## config.mk

```make
export PLATFORM = sky130hd
export DESIGN_NAME = im_boot_loader_flat
export DESIGN_NICKNAME = d
export VERILOG_FILES = /design/src/rtl/im_boot_loader_if.sv /design/src/rtl/im_boot_loader.sv /design/src/flat_wrapper.sv
export SDC_FILE = /design/constraint.sdc
export NUM_CORES = 1
export LEC_CHECK = 0
export CAP_MARGIN = 20
export CORE_ASPECT_RATIO = 1.25
export CORE_MARGIN = 2
export CORE_UTILIZATION = 40
export CTS_CLUSTER_SIZE = 20
export DETAILED_ROUTE_END_ITERATION = 8
export DONT_BUFFER_PORTS = 1
export GPL_ROUTABILITY_DRIVEN = 0
export SETUP_SLACK_MARGIN = 0.3
export SYNTH_ARGS = -nofsm -noshare
export SYNTH_HDL_FRONTEND = slang
export SYNTH_SLANG_ARGS = --single-unit
```

## constraint.sdc

```tcl
create_clock -name clk -period 5.1 [get_ports clk]
set_input_delay 1.53 -clock clk [delete_from_list [all_inputs] [get_ports clk]]
set_output_delay 1.53 -clock clk [all_outputs]
set_load 0.02 [all_outputs]
```

## src/rtl/im_boot_loader_if.sv

```systemverilog
// Byte-stream ingress and instruction-memory write bus for the boot loader.
// master: stream source / memory side; slave: the loader itself.
interface im_boot_loader_if #(
    parameter int ADDR_W = 8
);
    logic [7:0]        in_data;
    logic              in_valid;
    logic              in_ready;
    logic              im_we;
    logic [ADDR_W-1:0] im_addr;
    logic [31:0]       im_wdata;

    modport master (
        output in_data,
        output in_valid,
        input  in_ready,
        input  im_we,
        input  im_addr,
        input  im_wdata
    );

    modport slave (
        input  in_data,
        input  in_valid,
        output in_ready,
        output im_we,
        output im_addr,
        output im_wdata
    );
endinterface

```

## src/rtl/im_boot_loader.sv

```systemverilog
// Boot loader: parses A5/LEN/payload/CSUM frames, writes big-endian words
// to instruction memory and raises cpu_run once a verified image is loaded.
// Ports: clk, rst (async active-low), bus (stream in + IM write port),
// cpu_run, err (sticky), words_loaded.
module im_boot_loader #(
    parameter int ADDR_W         = 8,
    parameter int TIMEOUT_CYCLES = 1000
) (
    input  logic              clk,
    input  logic              rst,
    im_boot_loader_if.slave   bus,
    output logic              cpu_run,
    output logic              err,
    output logic [ADDR_W:0]   words_loaded
);
    localparam int TW = $clog2(TIMEOUT_CYCLES + 1);

    typedef enum logic [2:0] {
        IDLE,
        LEN_H,
        LEN_L,
        DATA,
        WRITE,
        CSUM,
        DONE
    } state_t;

    state_t        state;
    state_t        state_n;
    logic [7:0]    len_h;
    logic [15:0]   len;
    logic [31:0]   sr;
    logic [7:0]    acc;
    logic [1:0]    byte_cnt;
    logic [TW-1:0] idle_cnt;

    logic          xfer;
    logic          hdr;
    logic          err_set;
    logic          cnt_st;
    logic          to_hit;
    logic [15:0]   n_full;

    assign xfer   = bus.in_valid & bus.in_ready;
    assign n_full = {len_h, bus.in_data};

    always_comb begin
        state_n = state;
        hdr     = 1'b0;
        err_set = 1'b0;
        cnt_st  = (state == LEN_H) || (state == LEN_L) ||
                  (state == DATA)  || (state == CSUM);
        to_hit  = cnt_st && !xfer &&
                  (idle_cnt == TW'(TIMEOUT_CYCLES - 1));
        case (state)
            IDLE: begin
                if (xfer && bus.in_data == 8'hA5) begin
                    hdr     = 1'b1;
                    state_n = LEN_H;
                end
            end
            LEN_H: begin
                if (xfer) state_n = LEN_L;
            end
            LEN_L: begin
                if (xfer) begin
                    if (32'(n_full) > (32'd1 << ADDR_W)) begin
                        err_set = 1'b1;
                        state_n = IDLE;
                    end else if (n_full == 16'd0) begin
                        state_n = CSUM;
                    end else begin
                        state_n = DATA;
                    end
                end
            end
            DATA: begin
                if (xfer && byte_cnt == 2'd3) state_n = WRITE;
            end
            WRITE: begin
                if (32'(words_loaded) + 32'd1 == 32'(len))
                    state_n = CSUM;
                else
                    state_n = DATA;
            end
            CSUM: begin
                if (xfer) begin
                    if (bus.in_data == acc) begin
                        state_n = DONE;
                    end else begin
                        err_set = 1'b1;
                        state_n = IDLE;
                    end
                end
            end
            DONE: begin
                if (xfer && bus.in_data == 8'hA5) begin
                    hdr     = 1'b1;
                    state_n = LEN_H;
                end
            end
            default: state_n = IDLE;
        endcase
        if (to_hit) begin
            err_set = 1'b1;
            state_n = IDLE;
        end
    end

    always_ff @(posedge clk or negedge rst) begin
        if (!rst) state <= IDLE;
        else      state <= state_n;
    end

    // Handshake/status outputs are registered from the next state so
    // they are clean flops that reset to 0.
    always_ff @(posedge clk or negedge rst) begin
        if (!rst) begin
            bus.in_ready <= 1'b0;
            bus.im_we    <= 1'b0;
            cpu_run      <= 1'b0;
        end else begin
            bus.in_ready <= (state_n != WRITE);
            bus.im_we    <= (state_n == WRITE);
            cpu_run      <= (state_n == DONE);
        end
    end

    always_ff @(posedge clk or negedge rst) begin
        if (!rst) begin
            err          <= 1'b0;
            words_loaded <= '0;
            bus.im_addr  <= '0;
            bus.im_wdata <= '0;
            len_h        <= '0;
            len          <= '0;
            sr           <= '0;
            acc          <= '0;
            byte_cnt     <= '0;
            idle_cnt     <= '0;
        end else begin
            if (hdr) begin
                err          <= 1'b0;
                words_loaded <= '0;
                acc          <= '0;
                byte_cnt     <= '0;
            end else if (err_set) begin
                err <= 1'b1;
            end

            if (state == LEN_H && xfer) len_h <= bus.in_data;
            if (state == LEN_L && xfer) len   <= n_full;

            if (state == DATA && xfer) begin
                sr       <= {sr[23:0], bus.in_data};
                acc      <= acc ^ bus.in_data;
                byte_cnt <= byte_cnt + 2'd1;
                // Latch address/word on the 4th byte so they are valid
                // during WRITE and hold until the next word.
                if (byte_cnt == 2'd3) begin
                    bus.im_addr  <= words_loaded[ADDR_W-1:0];
                    bus.im_wdata <= {sr[23:0], bus.in_data};
                end
            end

            if (state == WRITE) words_loaded <= words_loaded + 1'b1;

            // WRITE cycles neither count nor clear the idle timer.
            if (state != WRITE) begin
                if (!cnt_st || xfer || to_hit) idle_cnt <= '0;
                else                           idle_cnt <= idle_cnt + 1'b1;
            end
        end
    end
endmodule

```

## src/flat_wrapper.sv

```systemverilog
// flat-port wrapper written by rule: the top's interface ports become plain ports
module im_boot_loader_flat 
#(
    parameter int ADDR_W         = 8,
    parameter int TIMEOUT_CYCLES = 1000
)
  (clk, rst, cpu_run, err, words_loaded, bus_in_data, bus_in_valid, bus_in_ready, bus_im_we, bus_im_addr, bus_im_wdata);
  im_boot_loader_if #(.ADDR_W(ADDR_W)) bus_i ();
  input  logic clk;
  input  logic rst;
  output logic cpu_run;
  output logic err;
  output logic [ADDR_W:0] words_loaded;
  input wire logic [$bits(bus_i.in_data)-1:0] bus_in_data;
  input wire logic [$bits(bus_i.in_valid)-1:0] bus_in_valid;
  output wire logic [$bits(bus_i.in_ready)-1:0] bus_in_ready;
  output wire logic [$bits(bus_i.im_we)-1:0] bus_im_we;
  output wire logic [$bits(bus_i.im_addr)-1:0] bus_im_addr;
  output wire logic [$bits(bus_i.im_wdata)-1:0] bus_im_wdata;
  assign bus_i.in_data = bus_in_data;
  assign bus_i.in_valid = bus_in_valid;
  assign bus_in_ready = bus_i.in_ready;
  assign bus_im_we = bus_i.im_we;
  assign bus_im_addr = bus_i.im_addr;
  assign bus_im_wdata = bus_i.im_wdata;
  im_boot_loader #(.ADDR_W(ADDR_W), .TIMEOUT_CYCLES(TIMEOUT_CYCLES)) u_core (.clk(clk), .rst(rst), .bus(bus_i), .cpu_run(cpu_run), .err(err), .words_loaded(words_loaded));
endmodule
```

==> flow_metrics.tcl, run 1 <==
set metrics [dict create \
    number_of_i_o_port_buffers 0 \
    floorplan.initialDensity_pct 41.1 \
    clk_path_buf_depth 2 \
    count_of_cells_along_the_worst_hold_path 2 \
    ys_dominant_reg_cell "sky130_fd_sc_hd__dfrtp_1" \
    synth_seq_area_share_pct 56.5 \
    groute.usage.overall_pct 17.6 \
    cts_buffer_count 17 \
    period_minus_slack_ns 3.12 \
    design.portCount 64 \
    postSynthRegisterBits 124 \
    maxCapViolCount 0 \
    powerDensity_nw_per_um2 611 \
    synth.distinct_cells 48 \
    cts_tree "yes" \
    placementRows 47 \
    die_y_um 135 \
    path_common_cell "sky130_fd_sc_hd__nand2_1" \
    global_route.usage.met3_pct 5.98 \
    required_ns 5.39 \
    postSynthNetCount 542 \
    flow.area_growth_from_synthesis_pct 14.2 \
    cts.sink_count 124 \
    synth_edf_count 0 \
    setup_violations 0 \
    postCtsResizedCells 0 \
    critical_path.n_buffers_inverters 2 \
    layout_worst_path_cycle_share_pct 61.2 \
    grt_setup_unrepaired "no" \
    worst_hold_path_type "reg -> reg" \
    irDropWorstVdd_v 0.000243 \
    vias_per_cell 5.39 \
    slew-limit-headroom_pct 46.6 \
    beginning_of_the_worst_register_to_register_path "u_core.words_loaded[0]$_DFFE_PN0P_" \
    number_of_slew_limit_violations_in_the_final_report 0 \
    vias 3826 \
    routed_wirelength_mm 11.8 \
    postSynthAreaPerCell_um2 10.4 \
    grt_most_used_layer "met2" \
    overflow_left_after_global_routing 0 \
    finalHoldViolCount 0 \
    crit_arrival_ns 3.42 \
    die_w_um 109 \
    dr.first_iter.drc_count 296 \
    layout.cells.most_common "sky130_fd_sc_hd__nand2_1" \
    final_layout_size_suffix_gt1_share_pct 16.1 \
    layout_common_cells "sky130_fd_sc_hd__nand2_1 (147), sky130_fd_sc_hd__dfrtp_1 (124), sky130_fd_sc_hd__mux2_2 (48)" \
    multi_input_area_um2 2270 \
    routedWlPerCell_um 16.6 \
    antenna_diodes 0 \
    fmaxAchievable_mhz 320 \
    critical_path.endpoint_type "register" \
    critical_path.startpoint "bus_in_valid" \
    place.detailed.hpwl_mm 7.78 \
    critPathTopFamily "simple AND/OR/NAND/NOR gates" \
    nNetsFinal 540 \
    crit_path_max_fanout 27 \
    path_cells "and2_1 > and3_1 > buf_4 > nand2_2 > clkinv_1 > nand2_1 > nand2_1" \
    clk_transition_reported_paths_ns 0.06 \
    postCtsSetupBuffers 0 \
    global_route.usage.met2_pct 28.4 \
    fin_worst_skew_ns 0.0114 \
    drtPass1Iterations 4 \
    post_cts_hold_buffer_count 0 \
    clock_root_buffer_master "sky130_fd_sc_hd__clkbuf_16" \
    grt.met1_usage_pct 21.9 \
    cp_slowest_cell "sky130_fd_sc_hd__clkinv_1" \
    outcome "finished clean" \
    final.setup.tns_ns 0 \
    yosys_warnings 0 \
    syn_inst 528 \
    critical_hold_path_startpoint "u_core.sr[22]$_DFFE_PN0P_" \
    syn-cell-area_um2 5490 \
    grt_antenna_before_repair 0 \
    total_power_uw 3830 \
    power.static_leakage_uw 0.00293 \
    ant_nets 0 \
    worstSetupPathType "in -> reg" \
    register_area_um2 3100 \
    grt_pass1_wl_mm 20.0 \
    critical_path.startpoint_type "input pin" \
    core_area_um2 13300 \
    first_global_vias 3945 \
    clock_tree.htree_level_count 4 \
    timing.reg2reg.worst_path_depth 7 \
    finalCoreUtilization_pct 46.9 \
    post-route-drc-count 0 \
    async_flop_share_pct 100 \
    maximum_number_of_pins_on_one_net_before_global_route_repair 125 \
    worst_skew_pair.late_latency_ns 0.41 \
    crit_path_max_incr_delay_ns 0.52 \
    fill_cells 1233 \
    timing.critical_path.depth 7 \
    worst-slew-pin-transition_ns 0.800 \
    design.die.area_um2 14700 \
]
## stage by stage
step           hold WS [ns]  cell area (um2)  setup slack (ns)  instances
2_1_floorplan         0.442             5490              2.07        528
3_3_place_gp          0.458             5630              1.64        678
3_5_place_dp          0.459             5630              1.56        678
4_1_cts               0.480             6270              2.00        710
5_1_grt               0.491             6270              1.81        710
6_report              0.475             6270              1.98        710
## registers in the layout, summed over array words and instances (netlist names), 3 cells and up
register and flops:
u_core.bus.im_wdata 32, u_core.sr 24, u_core.len 16, u_core.idle_cnt 10, u_core.words_loaded 9, u_core.acc 8
u_core.bus.im_addr 8, u_core.len_h 8, u_core.state 3
## area by class of cell
cell class	count	area share, %
sequential	124	49.5
multi-input combinational	376	36.2
clock buffer	17	6.79
tap	171	3.41
clock inverter	15	3.37
timing repair buffer	4	0.479
inverter	3	0.180
## cell usage after synthesis, types with 5 or more instances
master / instances / share of area (%)
sky130_fd_sc_hd__a21oi_1: 7 / 0.64
sky130_fd_sc_hd__and3_1: 6 / 0.68
sky130_fd_sc_hd__buf_2: 7 / 0.64
sky130_fd_sc_hd__clkbuf_1: 15 / 1.0
sky130_fd_sc_hd__dfrtp_1: 124 / 57
sky130_fd_sc_hd__mux2_2: 48 / 9.8
sky130_fd_sc_hd__nand2_1: 148 / 10
sky130_fd_sc_hd__nand3_1: 12 / 1.1
sky130_fd_sc_hd__nor2_1: 21 / 1.4
sky130_fd_sc_hd__nor2b_1: 6 / 0.68
sky130_fd_sc_hd__nor3_1: 5 / 0.46
sky130_fd_sc_hd__nor4_1: 6 / 0.68
sky130_fd_sc_hd__o21ai_0: 40 / 3.6
sky130_fd_sc_hd__o31ai_1: 5 / 0.68
sky130_fd_sc_hd__xnor2_1: 10 / 1.6
sky130_fd_sc_hd__xor2_1: 17 / 2.7
## final timing paths
kind                                                      end  slack, ns
max                         u_core.bus.im_addr[4]$_DFFE_PN0P_       1.98
min                                 u_core.sr[22]$_DFFE_PN0P_       0.47
max reg2reg                         u_core.state[2]$_DFF_PN0_       2.49
min reg2reg                         u_core.sr[22]$_DFFE_PN0P_       0.47
max in group asynchronous  u_core.bus.im_wdata[5]$_DFFE_PN0P_       4.02
min in group asynchronous  u_core.words_loaded[5]$_DFFE_PN0P_       0.81
## worst min-delay path, delay by kind of cell, from the launching register on
| kind | cells | cell delay (ns) |
|---|---|---|
| flip-flops | 1 | 0.34 |
| AND/OR/NAND/NOR | 2 | 0.10 |
## cells by family (layout without fill, tap and decap cells)
family	Yosys count	in the layout	share of synthesized area (%)
AND/OR/NAND/NOR	224	224	18.1
buffers and inverters	28	39	2.12
XOR/XNOR	27	27	4.31
adder cells (fa/ha/maj)	3	3	0.684
flip-flops	124	124	56.5
multiplexers	49	49	10.0
AO/OA/AOI/OAI	73	73	8.19
## report_power, final
part	total (uW)	switching (uW)	internal (uW)	leakage, uW
Combinational	685	325	360	0.00103
Sequential	1850	516	1340	0.00160
Clock	1290	463	826	0.000298
Total	3830	1300	2520	0.00293
## per-layer routing
metal | vias up | share of wire, %
met5 | - | 0
met4 | 0 | 1.6
met3 | 20 | 5.9
met2 | 98 | 50
met1 | 1896 | 43
li1 | 1812 | -
(Power assumes the default switching activity.)
==> run 2: changes to the inputs <==
==> constraint.sdc (replaced) <==
create_clock -name clk -period 3.12 [get_ports clk]
set_input_delay 0.936 -clock clk [delete_from_list [all_inputs] [get_ports clk]]
set_output_delay 0.936 -clock clk [all_outputs]
set_load 0.02 [all_outputs]
==> flow_metrics.tcl, run 2 (synthesis gave the netlist of run 1 again) <==
set metrics [dict create \
    placementRows 47 \
    ant_nets 0 \
    layout.cells.most_common "sky130_fd_sc_hd__nand2_1" \
    layout_common_cells "sky130_fd_sc_hd__nand2_1 (147), sky130_fd_sc_hd__dfrtp_1 (124), sky130_fd_sc_hd__mux2_2 (48)" \
    final_layout_size_suffix_gt1_share_pct 16.6 \
    cts_buffer_count 17 \
    place.detailed.hpwl_mm 7.99 \
    outcome "finished clean" \
    groute.usage.overall_pct 17.7 \
    max_flop_register "u_core.bus.im_wdata" \
    post-route-drc-count 0 \
    crit_path_max_fanout 8 \
    routed_wirelength_mm 12.0 \
    maxCapViolCount 0 \
    finalHoldViolCount 0 \
    clock_root_buffer_master "sky130_fd_sc_hd__clkbuf_16" \
    first_global_vias 3830 \
    clock_tree.htree_level_count 4 \
    crit_arrival_ns 2.91 \
    postCtsResizedCells 0 \
    grt_antenna_before_repair 0 \
    worstSetupPathType "reg -> reg" \
    required_ns 3.46 \
    top_regs "u_core.bus.im_wdata x32, u_core.sr x24, u_core.len x16" \
    m1WireLength_mm 5.15 \
    worst_hold_path_type "in -> async" \
    antenna_diodes 0 \
    cts.sink_count 124 \
    critical_path.startpoint_type "register" \
    floorplan.initialDensity_pct 41.1 \
    fin_worst_skew_ns 0.00829 \
    clk_path_buf_depth 2 \
    finalCoreUtilization_pct 47.1 \
    cts_tree "yes" \
    setup_violations 0 \
    wl_met2_mm 5.99 \
    nNetsFinal 544 \
    detailroute.wirelength.met3_um 623 \
    routedWlPerCell_um 16.7 \
    power.static_leakage_uw 0.00295 \
    number_of_i_o_port_buffers 0 \
    vias_per_cell 5.41 \
    dr.first_iter.drc_count 250 \
    place_area_um2 5660 \
    slew-limit-headroom_pct 45.9 \
    grt_setup_unrepaired "no" \
    die_y_um 135 \
    worst_skew_pair.late_latency_ns 0.41 \
    period_minus_slack_ns 2.58 \
    layout_worst_path_cycle_share_pct 82.5 \
    route.top_layer_used "met4" \
    power_report.internal_total_uw 4140 \
    power.combinational.fraction_pct 18.0 \
    irDropWorstVdd_v 0.000405 \
    fmaxAchievable_mhz 388 \
    critical_path.endpoint_type "register" \
    overflow_left_after_global_routing 0 \
    final.setup.tns_ns 0 \
    clockPowerShare_pct 33.5 \
    grt_pass1_wl_mm 20.0 \
    worst-slew-pin-transition_ns 0.810 \
    p_seq_share_pct 48.5 \
    design.die.area_um2 14700 \
    vias 3866 \
    core_area_um2 13300 \
    number_of_slew_limit_violations_in_the_final_report 0 \
    die_w_um 109 \
    maximum_number_of_pins_on_one_net_before_global_route_repair 125 \
    postCtsSetupBuffers 0 \
    drtPass1Iterations 4 \
    largest_reg_flops 32 \
    swShare_pct 33.8 \
    clk_transition_reported_paths_ns 0.06 \
    p_sw_uw 2110 \
    post_cts_hold_buffer_count 0 \
    powerDensity_nw_per_um2 993 \
    flow.area_growth_from_synthesis_pct 14.6 \
    design.portCount 64 \
    stdcell_area_um2 6290 \
]
## run 2: layout make-up
class,instances,area (um2)
fill,1236,7060
sequential,124,3100
timing repair buffer,8,60.1
tap,171,214
clock buffer,19,443
clock inverter,13,189
inverter,3,11.3
multi-input combinational,376,2270
## run 2: critical path: stages (launching register included)
cell and delay, ns:
sky130_fd_sc_hd__dfrtp_1 0.60, sky130_fd_sc_hd__ha_1 0.31, sky130_fd_sc_hd__nand3_1 0.23, sky130_fd_sc_hd__nor3_1 0.38
sky130_fd_sc_hd__xnor2_1 0.16, sky130_fd_sc_hd__nand3_1 0.10, sky130_fd_sc_hd__or4b_1 0.58, sky130_fd_sc_hd__a21oi_1 0.14
## run 2: final timing paths
| path | startpoint | endpoint | slack, ns | depth (start not counted) |
|---|---|---|---|---|
| max | u_core.words_loaded[0]$_DFFE_PN0P_ | u_core.state[2]$_DFF_PN0_ | 0.54 | 7 |
| min | rst | u_core.len[9]$_DFFE_PN0P_ | 0.22 | 0 |
| max reg2reg | u_core.words_loaded[0]$_DFFE_PN0P_ | u_core.state[2]$_DFF_PN0_ | 0.54 | 7 |
| min reg2reg | u_core.sr[23]$_DFFE_PN0P_ | u_core.sr[23]$_DFFE_PN0P_ | 0.47 | 2 |
| max in group asynchronous | rst | u_core.cpu_run$_DFF_PN0_ | 2.70 | 0 |
| min in group clk | u_core.sr[23]$_DFFE_PN0P_ | u_core.sr[23]$_DFFE_PN0P_ | 0.47 | 2 |
## run 2: power by group through the flow
stage          Clock [uW]  Combinational, uW  Sequential [uW]
5_1_grt              2200               1290             3130
2_1_floorplan           0               1000             2830
6_report             2090               1120             3030
3_3_place_gp            0               1080             3040
4_1_cts              2120               1140             3040
3_5_place_dp            0               1130             3060
## run 2: stage by stage
stage / std cells / setup slack, ns / hold WS [ns] / total power (uW)
after floorplan: 528 / 0.687 / 0.442 / 3830
after global placement: 682 / 0.545 / 0.459 / 4120
after detailed placement: 682 / 0.547 / 0.463 / 4180
after CTS: 714 / 0.562 / 0.202 / 6300
after global routing: 714 / 0.369 / 0.204 / 6610
final: 714 / 0.544 / 0.216 / 6250
## run 2: layer usage
layer / GRT usage, % / up-vias
li1: - / 1815
met1: 22.0 / 1939
met2: 29.1 / 91
met3: 5.36 / 21
met4: 6.20 / 0
met5: 0 / -
==> run 3: changes to the inputs <==
==> constraint.sdc (replaced) <==
create_clock -name clk -period 2.1 [get_ports clk]
set_input_delay 0.63 -clock clk [delete_from_list [all_inputs] [get_ports clk]]
set_output_delay 0.63 -clock clk [all_outputs]
set_load 0.02 [all_outputs]
==> flow_metrics.tcl, run 3 (synthesis gave the netlist of run 1 again) <==
set metrics [dict create \
    outcome "complete, but fails checks" \
    violations "negative hold slack" \
    core_area_um2 13300 \
    vias 3924 \
    number_of_slew_limit_violations_in_the_final_report 0 \
    p_sw_uw 3260 \
    post-route-drc-count 0 \
    critical_path.endpoint_type "register" \
    number_of_i_o_port_buffers 0 \
    fill_cells 1184 \
    design.portCount 64 \
    routed_wirelength_mm 12.9 \
    antenna_diodes 0 \
    dr.first_iter.drc_count 284 \
    max_flop_register "u_core.bus.im_wdata" \
    clk_path_buf_depth 2 \
    slew-limit-headroom_pct 70.6 \
    cts_tree "yes" \
    first_global_vias 3958 \
    path_cells "or4_4 > nor4_4 > nand4_1 > or4b_1 > a21oi_1" \
    top_regs "u_core.bus.im_wdata x32, u_core.sr x24, u_core.len x16" \
    critPathTopFamily "simple AND/OR/NAND/NOR gates" \
    ant_nets 0 \
    crit_path_max_fanout 2 \
    clock_tree.htree_level_count 4 \
    crit_arrival_ns 2.35 \
    largest_reg_flops 32 \
    groute.usage.overall_pct 18.5 \
    flow.area_growth_from_synthesis_pct 21.2 \
    swShare_pct 34.2 \
    finalHoldViolCount 124 \
    worstSetupPathType "reg -> reg" \
    power.static_leakage_uw 0.00313 \
    maxCapViolCount 0 \
    period_minus_slack_ns 2.01 \
    die_w_um 109 \
    routedWlPerCell_um 17.7 \
    layout.cells.most_common "sky130_fd_sc_hd__nand2_1" \
    irDropWorstVdd_v 0.000765 \
    worst-slew-pin-transition_ns 0.440 \
    cp_slowest_cell "sky130_fd_sc_hd__or4_4" \
    placementRows 47 \
    clk_transition_reported_paths_ns 0.06 \
    power_report.internal_total_uw 6260 \
    design.die.area_um2 14700 \
    powerDensity_nw_per_um2 1430 \
    clock_root_buffer_master "sky130_fd_sc_hd__clkbuf_16" \
    vias_per_cell 5.38 \
    crit_path_max_incr_delay_ns 0.55 \
    drtPass1Iterations 4 \
    fmaxAchievable_mhz 498 \
    floorplan.initialDensity_pct 41.1 \
    pre_cts_ws_ns -0.0124 \
    critical_path.n_buffers_inverters 0 \
    grt_antenna_before_repair 0 \
    nNetsFinal 562 \
    clockPowerShare_pct 29.2 \
    grt_pass1_wl_mm 20.7 \
    required_ns 2.44 \
    cts_buffer_count 17 \
    total_power_uw 9520 \
    die_y_um 135 \
    power.combinational.fraction_pct 25.0 \
    place.detailed.hpwl_mm 8.48 \
    cts.sink_count 124 \
    worst_hold_path_type "in -> async" \
    critical_path.startpoint_type "register" \
    layout_common_cells "sky130_fd_sc_hd__nand2_1 (144), sky130_fd_sc_hd__dfrtp_1 (117), sky130_fd_sc_hd__o21ai_0 (39)" \
    maximum_number_of_pins_on_one_net_before_global_route_repair 125 \
    worst_skew_pair.late_latency_ns 0.42 \
    overflow_left_after_global_routing 0 \
    fin_worst_skew_ns 0.00778 \
    layout_worst_path_cycle_share_pct 95.6 \
    timing.hold.ws_ns -0.0900 \
    worst_path_setup_slack_after_routing_ns 0.0934 \
    setup_violations 0 \
    final_layout_size_suffix_gt1_share_pct 24.7 \
    p_seq_share_pct 45.8 \
    grt_setup_unrepaired "yes" \
]
-- run 3: changes by cell type in the layout (fill, tap and decap cells not counted), sizes merged, moves of 2 or more --
cell | before | now
bufinv | 4 | 2
buf | 8 | 25
clkbuf | 19 | 23
inv | 4 | 2
-- run 3: worst register-to-register path, stage by stage, from the launching register on --
cell and delay, ns:
sky130_fd_sc_hd__dfrtp_1 0.37, sky130_fd_sc_hd__or4_4 0.55, sky130_fd_sc_hd__nor4_4 0.27, sky130_fd_sc_hd__nand4_1 0.12, sky130_fd_sc_hd__or4b_1 0.49, sky130_fd_sc_hd__a21oi_1 0.13
-- run 3: what timing repair did --
item | in CTS | in global routing
endpoints found under the hold margin | 124 | 124
gates cloned | 0 | 1
resized for setup | 14 | 17
endpoints found under the setup margin | 59 | 83
pin swaps | 3 | 4
buffers inserted | 3 | 3
-- run 3: final cells by class --
cell class,count,area [um2],share of cell area (%)
Clock buffer,23,468,7.04
Clock inverter,7,91.3,1.37
Inverter,3,16.3,0.245
Multi-Input combinational cell,377,2520,37.9
Sequential cell,124,3110,46.8
Tap cell,171,214,3.22
Timing Repair Buffer,25,229,3.44
-- run 3: through the flow --
step | setup TNS, ns | util (%) | hold slack, ns | area, um2 | instances
after floorplan | 0 | - | 0.334 | 5710 | 528
after global placement | 0 | 44.4 | 0.339 | 5930 | 693
after detailed placement | -0.0312 | 44.4 | 0.339 | 5930 | 693
after CTS | 0 | 49.1 | -0.105 | 6560 | 726
after global routing | -0.0262 | 49.8 | -0.117 | 6650 | 730
final | 0 | 49.8 | -0.0900 | 6650 | 730
-- run 3: path summary, 6_finish.rpt --
path | slack (ns) | cells past startpoint | to | from
max | 0.09 | 5 | u_core.state[2]$_DFF_PN0_ | u_core.len[12]$_DFFE_PN0P_
min | -0.09 | 0 | u_core.bus.im_wdata[8]$_DFFE_PN0P_ | rst
max reg2reg | 0.09 | 5 | u_core.state[2]$_DFF_PN0_ | u_core.len[12]$_DFFE_PN0P_
min reg2reg | 0.48 | 2 | u_core.sr[20]$_DFFE_PN0P_ | u_core.sr[20]$_DFFE_PN0P_
max in group asynchronous | 2.01 | 0 | u_core.words_loaded[3]$_DFFE_PN0P_ | rst
min in group clk | 0.32 | 2 | u_core.bus.im_wdata[3]$_DFFE_PN0P_ | bus_in_data[3]
-- run 3: power by group through the flow --
stage / Combinational (uW) / Sequential [uW] / Clock, uW
6_report: 2380 / 4360 / 2780
5_1_grt: 2660 / 4490 / 2970
4_1_cts: 2300 / 4360 / 2830
3_5_place_dp: 2180 / 4400 / 0
3_3_place_gp: 2110 / 4360 / 0
2_1_floorplan: 1620 / 4240 / 0
-- run 3: layer usage --
layer  wire [um]  track usage [%]  vias up
met5           0                0        -
met4         177             6.27        0
met3         817             7.14       19
met2        6620             30.4      125
met1        5310             22.0     1921
li1            -                -     1859
